[src/rtl/axis_maxpool_engine_pkg.sv]
// Shared definitions for the 2x2 max-pool stage: tuser field layout, FSM states and beat classes.
package axis_maxpool_engine_pkg;

    localparam int unsigned OFS_IS_3X3         = 0;
    localparam int unsigned OFS_MAXPOOL_IS_MAX = 1;
    localparam int unsigned OFS_MAXPOOL_NOTMAX = 2;
    localparam int unsigned TUSER_FLAG_BITS    = 3;

    localparam int unsigned DEF_GROUPS  = 2;
    localparam int unsigned DEF_COPIES  = 2;
    localparam int unsigned DEF_MEMBERS = 2;

    localparam int unsigned BITS_CONV_CORE       = $clog2(DEF_GROUPS * DEF_COPIES * DEF_MEMBERS);
    localparam int unsigned I_IS_3X3             = BITS_CONV_CORE + OFS_IS_3X3;
    localparam int unsigned I_MAXPOOL_IS_MAX     = BITS_CONV_CORE + OFS_MAXPOOL_IS_MAX;
    localparam int unsigned I_MAXPOOL_IS_NOT_MAX = BITS_CONV_CORE + OFS_MAXPOOL_NOTMAX;
    localparam int unsigned TUSER_WIDTH_MAXPOOL  = BITS_CONV_CORE + TUSER_FLAG_BITS;

    typedef enum logic {
        IDLE,
        HOLD
    } state_t;

    typedef enum logic [1:0] {
        BEAT_BYPASS,
        BEAT_FIRST,
        BEAT_SECOND
    } beat_t;

    function automatic beat_t classify(input logic not_max, input logic is_max);
        if (not_max)
            return BEAT_BYPASS;
        if (is_max)
            return BEAT_SECOND;
        return BEAT_FIRST;
    endfunction

endpackage

[src/rtl/maxpool_vmax_gu.sv]
// Combinational signed max across COPIES for each of LANES words; copy c occupies lane block c.
module maxpool_vmax_gu
    import axis_maxpool_engine_pkg::*;
#(
    parameter int unsigned WORD_WIDTH = 8,
    parameter int unsigned LANES      = 16,
    parameter int unsigned COPIES     = 2
) (
    input  logic [COPIES*LANES*WORD_WIDTH-1:0] din,
    output logic [LANES*WORD_WIDTH-1:0]        dout
);

    always_comb begin
        dout = '0;
        for (int unsigned l = 0; l < LANES; l++) begin
            dout[l*WORD_WIDTH +: WORD_WIDTH] = din[l*WORD_WIDTH +: WORD_WIDTH];
            for (int unsigned c = 1; c < COPIES; c++) begin
                if ($signed(din[(c*LANES+l)*WORD_WIDTH +: WORD_WIDTH]) >
                    $signed(dout[l*WORD_WIDTH +: WORD_WIDTH]))
                    dout[l*WORD_WIDTH +: WORD_WIDTH] = din[(c*LANES+l)*WORD_WIDTH +: WORD_WIDTH];
            end
        end
    end

endmodule

[src/rtl/axis_maxpool_engine.sv]
// 2x2/stride-2 max-pool: vertical max across copies, horizontal max across beat pairs; not-max beats bypass.
module axis_maxpool_engine
    import axis_maxpool_engine_pkg::*;
#(
    parameter int unsigned WORD_WIDTH = 8,
    parameter int unsigned UNITS      = 8,
    parameter int unsigned GROUPS     = 2,
    parameter int unsigned COPIES     = 2,
    parameter int unsigned MEMBERS    = 2,
    localparam int unsigned BITS_CC   = $clog2(GROUPS * COPIES * MEMBERS),
    localparam int unsigned TUW       = BITS_CC + TUSER_FLAG_BITS,
    localparam int unsigned DW        = COPIES * GROUPS * UNITS * WORD_WIDTH
) (
    input  logic           aclk,
    input  logic           aresetn,
    input  logic           s_axis_tvalid,
    output logic           s_axis_tready,
    input  logic [DW-1:0]  s_axis_tdata,
    input  logic [TUW-1:0] s_axis_tuser,
    output logic           m_axis_tvalid,
    input  logic           m_axis_tready,
    output logic [DW-1:0]  m_axis_tdata,
    output logic [TUW-1:0] m_axis_tuser,
    output logic           m_err_pool
);

    localparam int unsigned LANES       = GROUPS * UNITS;
    localparam int unsigned LW          = LANES * WORD_WIDTH;
    localparam int unsigned IDX_IS_MAX  = BITS_CC + OFS_MAXPOOL_IS_MAX;
    localparam int unsigned IDX_NOT_MAX = BITS_CC + OFS_MAXPOOL_NOTMAX;

    state_t         state, state_n;
    beat_t          beat;
    logic [LW-1:0]  vmax, pmax, hold, hold_n;
    logic [TUW-1:0] hold_user, hold_user_n, out_user_n;
    logic [DW-1:0]  out_data_n;
    logic           out_load, err_n, out_free, flush, in_hs;

    maxpool_vmax_gu #(.WORD_WIDTH(WORD_WIDTH), .LANES(LANES), .COPIES(COPIES)) u_vmax (
        .din  (s_axis_tdata),
        .dout (vmax)
    );

    maxpool_vmax_gu #(.WORD_WIDTH(WORD_WIDTH), .LANES(LANES), .COPIES(2)) u_hmax (
        .din  ({vmax, hold}),
        .dout (pmax)
    );

    // A bypass beat arriving while a first beat is held is stalled one cycle so the hold drains first.
    assign out_free      = !m_axis_tvalid || m_axis_tready;
    assign flush         = (state == HOLD) && s_axis_tuser[IDX_NOT_MAX];
    assign s_axis_tready = out_free && !flush;
    assign in_hs         = s_axis_tvalid && s_axis_tready;
    assign beat          = classify(s_axis_tuser[IDX_NOT_MAX], s_axis_tuser[IDX_IS_MAX]);

    always_comb begin
        state_n     = state;
        hold_n      = hold;
        hold_user_n = hold_user;
        out_load    = 1'b0;
        out_data_n  = '0;
        out_user_n  = '0;
        err_n       = m_err_pool;
        case (state)
            IDLE: begin
                if (in_hs) begin
                    case (beat)
                        BEAT_BYPASS: begin
                            out_load   = 1'b1;
                            out_data_n = s_axis_tdata;
                            out_user_n = s_axis_tuser;
                        end
                        BEAT_FIRST: begin
                            hold_n      = vmax;
                            hold_user_n = s_axis_tuser;
                            state_n     = HOLD;
                        end
                        default: begin
                            out_load           = 1'b1;
                            out_data_n[LW-1:0] = vmax;
                            out_user_n         = s_axis_tuser;
                            err_n              = 1'b1;
                        end
                    endcase
                end
            end
            HOLD: begin
                if (flush && s_axis_tvalid && out_free) begin
                    out_load           = 1'b1;
                    out_data_n[LW-1:0] = hold;
                    out_user_n         = hold_user;
                    state_n            = IDLE;
                end else if (in_hs) begin
                    out_load = 1'b1;
                    if (beat == BEAT_SECOND) begin
                        out_data_n[LW-1:0] = pmax;
                        out_user_n         = s_axis_tuser;
                        state_n            = IDLE;
                    end else begin
                        out_data_n[LW-1:0] = hold;
                        out_user_n         = hold_user;
                        err_n              = 1'b1;
                        hold_n             = vmax;
                        hold_user_n        = s_axis_tuser;
                    end
                end
            end
            default: state_n = IDLE;
        endcase
    end

    always_ff @(posedge aclk or negedge aresetn) begin
        if (!aresetn) begin
            state         <= IDLE;
            hold          <= '0;
            hold_user     <= '0;
            m_axis_tvalid <= 1'b0;
            m_axis_tdata  <= '0;
            m_axis_tuser  <= '0;
            m_err_pool    <= 1'b0;
        end else begin
            state      <= state_n;
            hold       <= hold_n;
            hold_user  <= hold_user_n;
            m_err_pool <= err_n;
            if (out_load) begin
                m_axis_tvalid <= 1'b1;
                m_axis_tdata  <= out_data_n;
                m_axis_tuser  <= out_user_n;
            end else if (m_axis_tready) begin
                m_axis_tvalid <= 1'b0;
            end
        end
    end

endmodule
[config.mk]
export PLATFORM = sky130hd
export DESIGN_NAME = axis_maxpool_engine
export DESIGN_NICKNAME = d
export VERILOG_FILES = /design/src/rtl/axis_maxpool_engine_pkg.sv /design/src/rtl/maxpool_vmax_gu.sv /design/src/rtl/axis_maxpool_engine.sv
export SDC_FILE = /design/constraint.sdc
export NUM_CORES = 1
export LEC_CHECK = 0
export CAP_MARGIN = 0
export CORE_ASPECT_RATIO = 0.8
export CORE_UTILIZATION = 40
export CTS_CLUSTER_SIZE = 10
export DETAILED_ROUTE_END_ITERATION = 8
export GPL_ROUTABILITY_DRIVEN = 0
export PLACE_DENSITY = 0.65
export SLEW_MARGIN = 0
export SYNTH_ARGS = -nofsm -noshare
export SYNTH_HDL_FRONTEND = slang
export SYNTH_SLANG_ARGS = --single-unit
[constraint.sdc]
create_clock -name aclk -period 3.9 [get_ports aclk]
set_input_delay 0.78 -clock aclk [delete_from_list [all_inputs] [get_ports aclk]]
set_output_delay 0.78 -clock aclk [all_outputs]
set_load 0.005 [all_outputs]
== Word level (Yosys, flattened, before mapping) ==
Cells that the tools add are included.

* Order comparisons: 32
* Equality and inequality tests: 8
* Multiplexer cells: 84
* Bitwise gates (word level): 1
* Reductions and logical operators: 13

{| class="wikitable"
|+ Operator list
! kind !! number
|-
| 128-bit 2-to-1 mux || 10
|-
| 128-bit case mux with 2 select lines || 3
|-
| 8-bit greater-than comparator || 32
|-
| 256-bit 2-to-1 mux || 1
|-
| 8-bit 2-to-1 mux || 32
|-
| 6-bit 2-to-1 mux || 10
|-
| 6-bit case mux with 2 select lines || 2
|-
| 1-bit 2-to-1 mux || 19
|-
| 5-bit AND reduction || 2
|-
| 2-bit 2-to-1 mux || 4
|-
| 2-bit inequality test (second input constant) || 4
|-
| 1-bit case mux with 2 select lines || 3
|-
| 1-bit logical AND || 5
|-
| 2-bit by 1-bit inequality test with 1-bit output (second input constant) || 2
|-
| 2-bit by 1-bit == test with 1-bit output (second input constant) || 1
|-
| 2-bit == test (second input constant) || 1
|-
| 1-bit logical NOT || 2
|-
| 2-bit logical NOT || 1
|-
| 2-bit nonzero test || 1
|-
| 2-bit OR reduction || 1
|-
| 1-bit logical OR || 1
|-
| 1-bit inverter || 1
|}

* Bits in registers: 399
* Input bits: 266
* Output and inout port bits: 265
* Word-level logic and storage cells: 145

== Longest topological paths before layout ==
* Word-level depth: 9
* Gate-level depth with buffers: 19
* Mapped depth without buffers: 17

== By module ==
A second synthesis with hierarchy kept.

* Cells, all modules: 2834
* Area total of the unflattened synthesis: 28098.2 um^2

{| class="wikitable"
|+ Modules (own cells, without submodules)
! module !! times used !! cells each !! area each (um^2) !! sequential area each (um^2)
|-
| axis_maxpool_engine || 1 || 1488 || 17670.7 || 9984.6
|-
| maxpool_vmax_gu || 2 || 673 || 5213.8 || 0.0
|}

== Least setup slack after synthesis ==
Ideal clock, no wire load.

* Path kind: input to register
* Start point: input s_axis_tdata[119]
* End point: register m_axis_tdata[117]
* Data arrival time: 3.875 ns
* Setup slack: -0.104 ns
* Cell stages on the path: 15
* Buffers on the path: 1
* Cells stage by stage: inv_1 ha_1 nand4_1 o32ai_1 a31oi_1 a21oi_2 mux2_2 ha_1 a21o_1 a2111o_1 o221ai_2 clkbuf_1 a21oi_1 o21ai_0 nand3_1

* Cells in the longest elaborated chain, start to end: 8
* Elaborated cells on any way between the ends: 10
* Those cells by class: 2 x order compare; 8 x mux

{| class="wikitable"
|+ RTL lines
! what !! line !! source
|-
| start: declaration || axis_maxpool_engine.sv:18 || <nowiki>input logic [DW-1:0] s_axis_tdata,</nowiki>
|-
| 8-bit greater-than comparator || maxpool_vmax_gu.sv:18 || <nowiki>if ($signed(din[(c*LANES+l)*WORD_WIDTH +: WORD_WIDTH]) ></nowiki>
|-
| 8-bit 2-to-1 mux (*) || maxpool_vmax_gu.sv:18 ||
|-
| 8-bit greater-than comparator || maxpool_vmax_gu.sv:18 ||
|-
| 8-bit 2-to-1 mux || maxpool_vmax_gu.sv:18 ||
|-
| 128-bit 2-to-1 mux || axis_maxpool_engine.sv:95 || <nowiki>if (beat == BEAT_SECOND) begin</nowiki>
|-
| 128-bit 2-to-1 mux || axis_maxpool_engine.sv:93 || <nowiki>end else if (in_hs) begin</nowiki>
|-
| 128-bit 2-to-1 mux || axis_maxpool_engine.sv:88 || <nowiki>if (flush && s_axis_tvalid && out_free) begin</nowiki>
|-
| 128-bit case mux with 2 select lines (*) || axis_maxpool_engine.sv:64 || <nowiki>case (state)</nowiki>
|-
| end signal: assignment || axis_maxpool_engine.sv:128 || <nowiki>m_axis_tdata <= out_data_n;</nowiki>
|-
| end: declaration || axis_maxpool_engine.sv:22 || <nowiki>output logic [DW-1:0] m_axis_tdata,</nowiki>
|}

Mark *: on every way between the ends. The rest lies on a longest branch, timed or not.
A chain may end at the register's enable or synchronous reset.

== Worst setup path in the final report ==
* Start point: input s_axis_tdata[249]
* End point: register m_axis_tdata[122]

The elaborated chain is that of the path after synthesis.

==> impl_results.md <==
- Vias in the first global route: 24,700
- Routed wire length: just over 90 mm
- Area contributors post-synth: dfrtp_1 40%, ha_1 13%, inv_1 5.5%, o21ai_0 5.5%, nand2_1 4.6%
- Placed instance area: 0.0346 mm²
- First-pass GRT wire length: roughly 130 mm
- Gr ovfl total: 0
- Via density: 5.55
- CP max stage delay: around 0.47 ns
- Crit path launch type: input port
- Most common cell after layout, fill and taps aside: buf_4
- Synth Instances: 2,693
- FF-to-FF setup slack: roughly 1.4 ns
- I/O Buffers: 530
- Mapped Area: between 0.02 and 0.025 mm²
- Cell Chain, Critical Path: clkdlybuf4s50_1 > ha_1 > nand3_2 > o32ai_2 > o21bai_1 > buf_4 > buf_12 > mux2i_1 > buf_4 > inv_1 > ha_1 > nand4_1 > nor3_2 > a311oi_1 > a21o_1 > nor2_4 > a221o_1 > o22a_1
- Clock-pin slew on the worst setup and hold paths: 0.06 ns
- Slowest-stage cell, CP: clkdlybuf4s50_1
- Sequential fraction of the synthesis area: 40.2%
- Worst endpoint data arrival time: about 4.4 ns
- Critical Path RT: 4.35 ns
- Overall Power: 0.0162 W
- Synth Warn #: 0
- Leakage: 18.5 nW
- Initial antenna violation count: 1
- Final WS setup: -0.0499 ns
- Most frequent cells in the layout: 510 x buf_4, 473 x clkdlybuf4s50_1, 399 x dfrtp_1, 354 x inv_1, 302 x nand2_1
- Sink Count: 399
- Tot GR Track Use: 26.8%
- CTS tree: yes
- Status: complete, but fails checks
- Clk_skew: about 0.03 ns
- Ys async rst share: 100%
- # setup viols final: 1
- 1st-pass router iterations: 9
- Area Overhead vs Synth: 54.9%
- Dpl hpwl: 65.3 mm
- Syn avg cell area: just over 9 µm²
- Routed length per placed instance: 20.1 µm
- Core area: 0.0613 mm²
- Main flop type after synthesis: dfrtp_1
- Yosys top cell by area: dfrtp_1
- Die width: 281 µm
- Max Cap Viol: 0
- Reg-to-Reg Start: state
- Post-synth EDFFs: 0
- Critical Path End Type: flip-flop
- DRC: 0
- Worst Path Max Fanout: 7
- CTS H-tree lvls: 2
- Vias: ~25,000
- Finished Cell Area: 0.0385 mm²
- PwrDens: 421 mW/mm²
- Maximum clock insertion buffer count: 3
- HP Class: in2async
- CTS Root Buffer Type: clkbuf_16
- Ports: 531
- Die ar.: between 0.06 and 0.07 mm²
- Worst-Skew Late Latency: between 0.5 and 0.6 ns
- # fillers: 4,808
- Starting Density: 40.6%
- Slew Viols, Final: 0
- CP top delay family: compound AO/OA/AOI/OAI gates
- Fraction of layout cells with a size suffix above 1: roughly 25%
- Syn_nets: 3,215
- Capturing point of the worst reg2reg path: m_axis_tdata[66]
- Synth cell types: slightly below 70
- Nets: 4,221
- DRC marker count from the first detailed-route iteration: approximately 1,900
- Slew headroom: 37.9%
- Violated checks: negative setup slack
- FF-to-FF path depth: 6
- Post-layout min period: ~4 ns
- Worst Tran Pin Value: 0.932 ns
- Final ANT Viol Nets: 0
- Fin. Hold Viols: 0
- Synth Register Bits: 399
- Top cell type's share of synthesized area: 40.2%
- RSZ-0062 raised after global routing: true
- Setup CP Type: in2reg
- VDD IR max: approximately 0.34 mV
- Largest net degree at the start of global routing: 98
- Max Freq: 0.253 GHz
- Dpl ws: -0.965 ns
- Row count: 81
- CTS Buf Count: 47
- Final period util: 101%
- Die Ht: 225 µm
- Buffers & Inverters on Critical Path: 5
synth_stat cells, drive strengths merged (14+ instances only):
| master | instances |
|---|---|
| a21oi | 136 |
| a22o | 112 |
| a221o | 26 |
| a22oi | 33 |
| inv | 367 |
| a21o | 85 |
| nor2 | 104 |
| a311oi | 18 |
| mux2 | 44 |
| o21ai | 276 |
| buf | 66 |
| nand3 | 40 |
| ha | 256 |
| o22a | 27 |
| a222oi | 63 |
| a221oi | 14 |
| mux2i | 79 |
| clkbuf | 60 |
| nand2 | 308 |
| dfrtp | 399 |
| nand4 | 44 |
how the worst max path moves through the flow:
stage	startpoint	endpoint	slack [ns]	depth (start not counted)
3_3_place_gp	s_axis_tdata[53]	m_axis_tdata[55]	-0.80	14
3_5_place_dp	s_axis_tdata[5]	m_axis_tdata[6]	-0.97	18
2_1_floorplan	s_axis_tdata[5]	m_axis_tdata[5]	0.01	19
6_report	s_axis_tdata[249]	m_axis_tdata[122]	-0.05	18
5_1_grt	s_axis_tdata[110]	m_axis_tdata[105]	-0.1	17
4_1_cts	s_axis_tdata[100]	m_axis_tdata[96]	0.002	18
sequential cells by signal (all words and copies together) (netlist names):
register and flops:
m_axis_tdata 256, hold 128, hold_user 6, m_axis_tuser 6, m_axis_tvalid 1, m_err_pool 1, state 1
logic make-up after synthesis:
kind of cell | share of synthesized area [%]
compound gates | 24.2
xor+xnor | 0.0352
fa+ha+maj | 12.9
buf+inv | 7.86
flops | 40.2
mux | 5.19
simple gates | 9.65
through the flow:
step                TNS [ns]  hold slack (ns)  std cells  utilization [%]
finish               -0.0499            0.234       4543             62.8
detailed placement    -80.65            0.466       4418             56.5
CTS                        0            0.243       4504             59.2
global placement      -68.03            0.459       4418             56.5
floorplan                  0            0.446       2693                -
global route           -2.13            0.291       4542             62.8
report_power, final:
part	switching (W)	total, W	leakage, nW	internal (W)
registers	0.000644	0.00567	5.03	0.00503
logic	0.00307	0.00656	12.9	0.00350
clock network	0.00175	0.00397	0.617	0.00222
total	0.00546	0.0162	18.5	0.0107
routing by layer:
layer  up-vias  global-route usage (%)  wire length, µm
met4         2                    7.44             2430
li1      11700                       -                -
met5         -                       0               13
met3       190                    5.05             6800
met1     12300                    36.2            39100
met2      1030                    43.7            43000
area by class of cell:
cell class | instances | area (µm²) | area share (%)
Antenna cell | 1 | 2.50 | 0.00650
Timing Repair Buffer | 1079 | 9910 | 25.7
Inverter | 367 | 1380 | 3.58
Clock inverter | 2 | 16.3 | 0.0422
Sequential cell | 399 | 9980 | 25.9
Multi-Input combinational cell | 1805 | 14900 | 38.8
Clock buffer | 60 | 1250 | 3.26
Tap cell | 830 | 1040 | 2.70
what timing repair did:
item	4_1_cts	5_1_grt
gates cloned	1	9
setup endpoints to repair	60	128
setup buffers	23	29
resized for setup	56	389
hold buffers	0	0
pin swaps	15	94
Note: power is estimated with default switching activity, not from simulation.
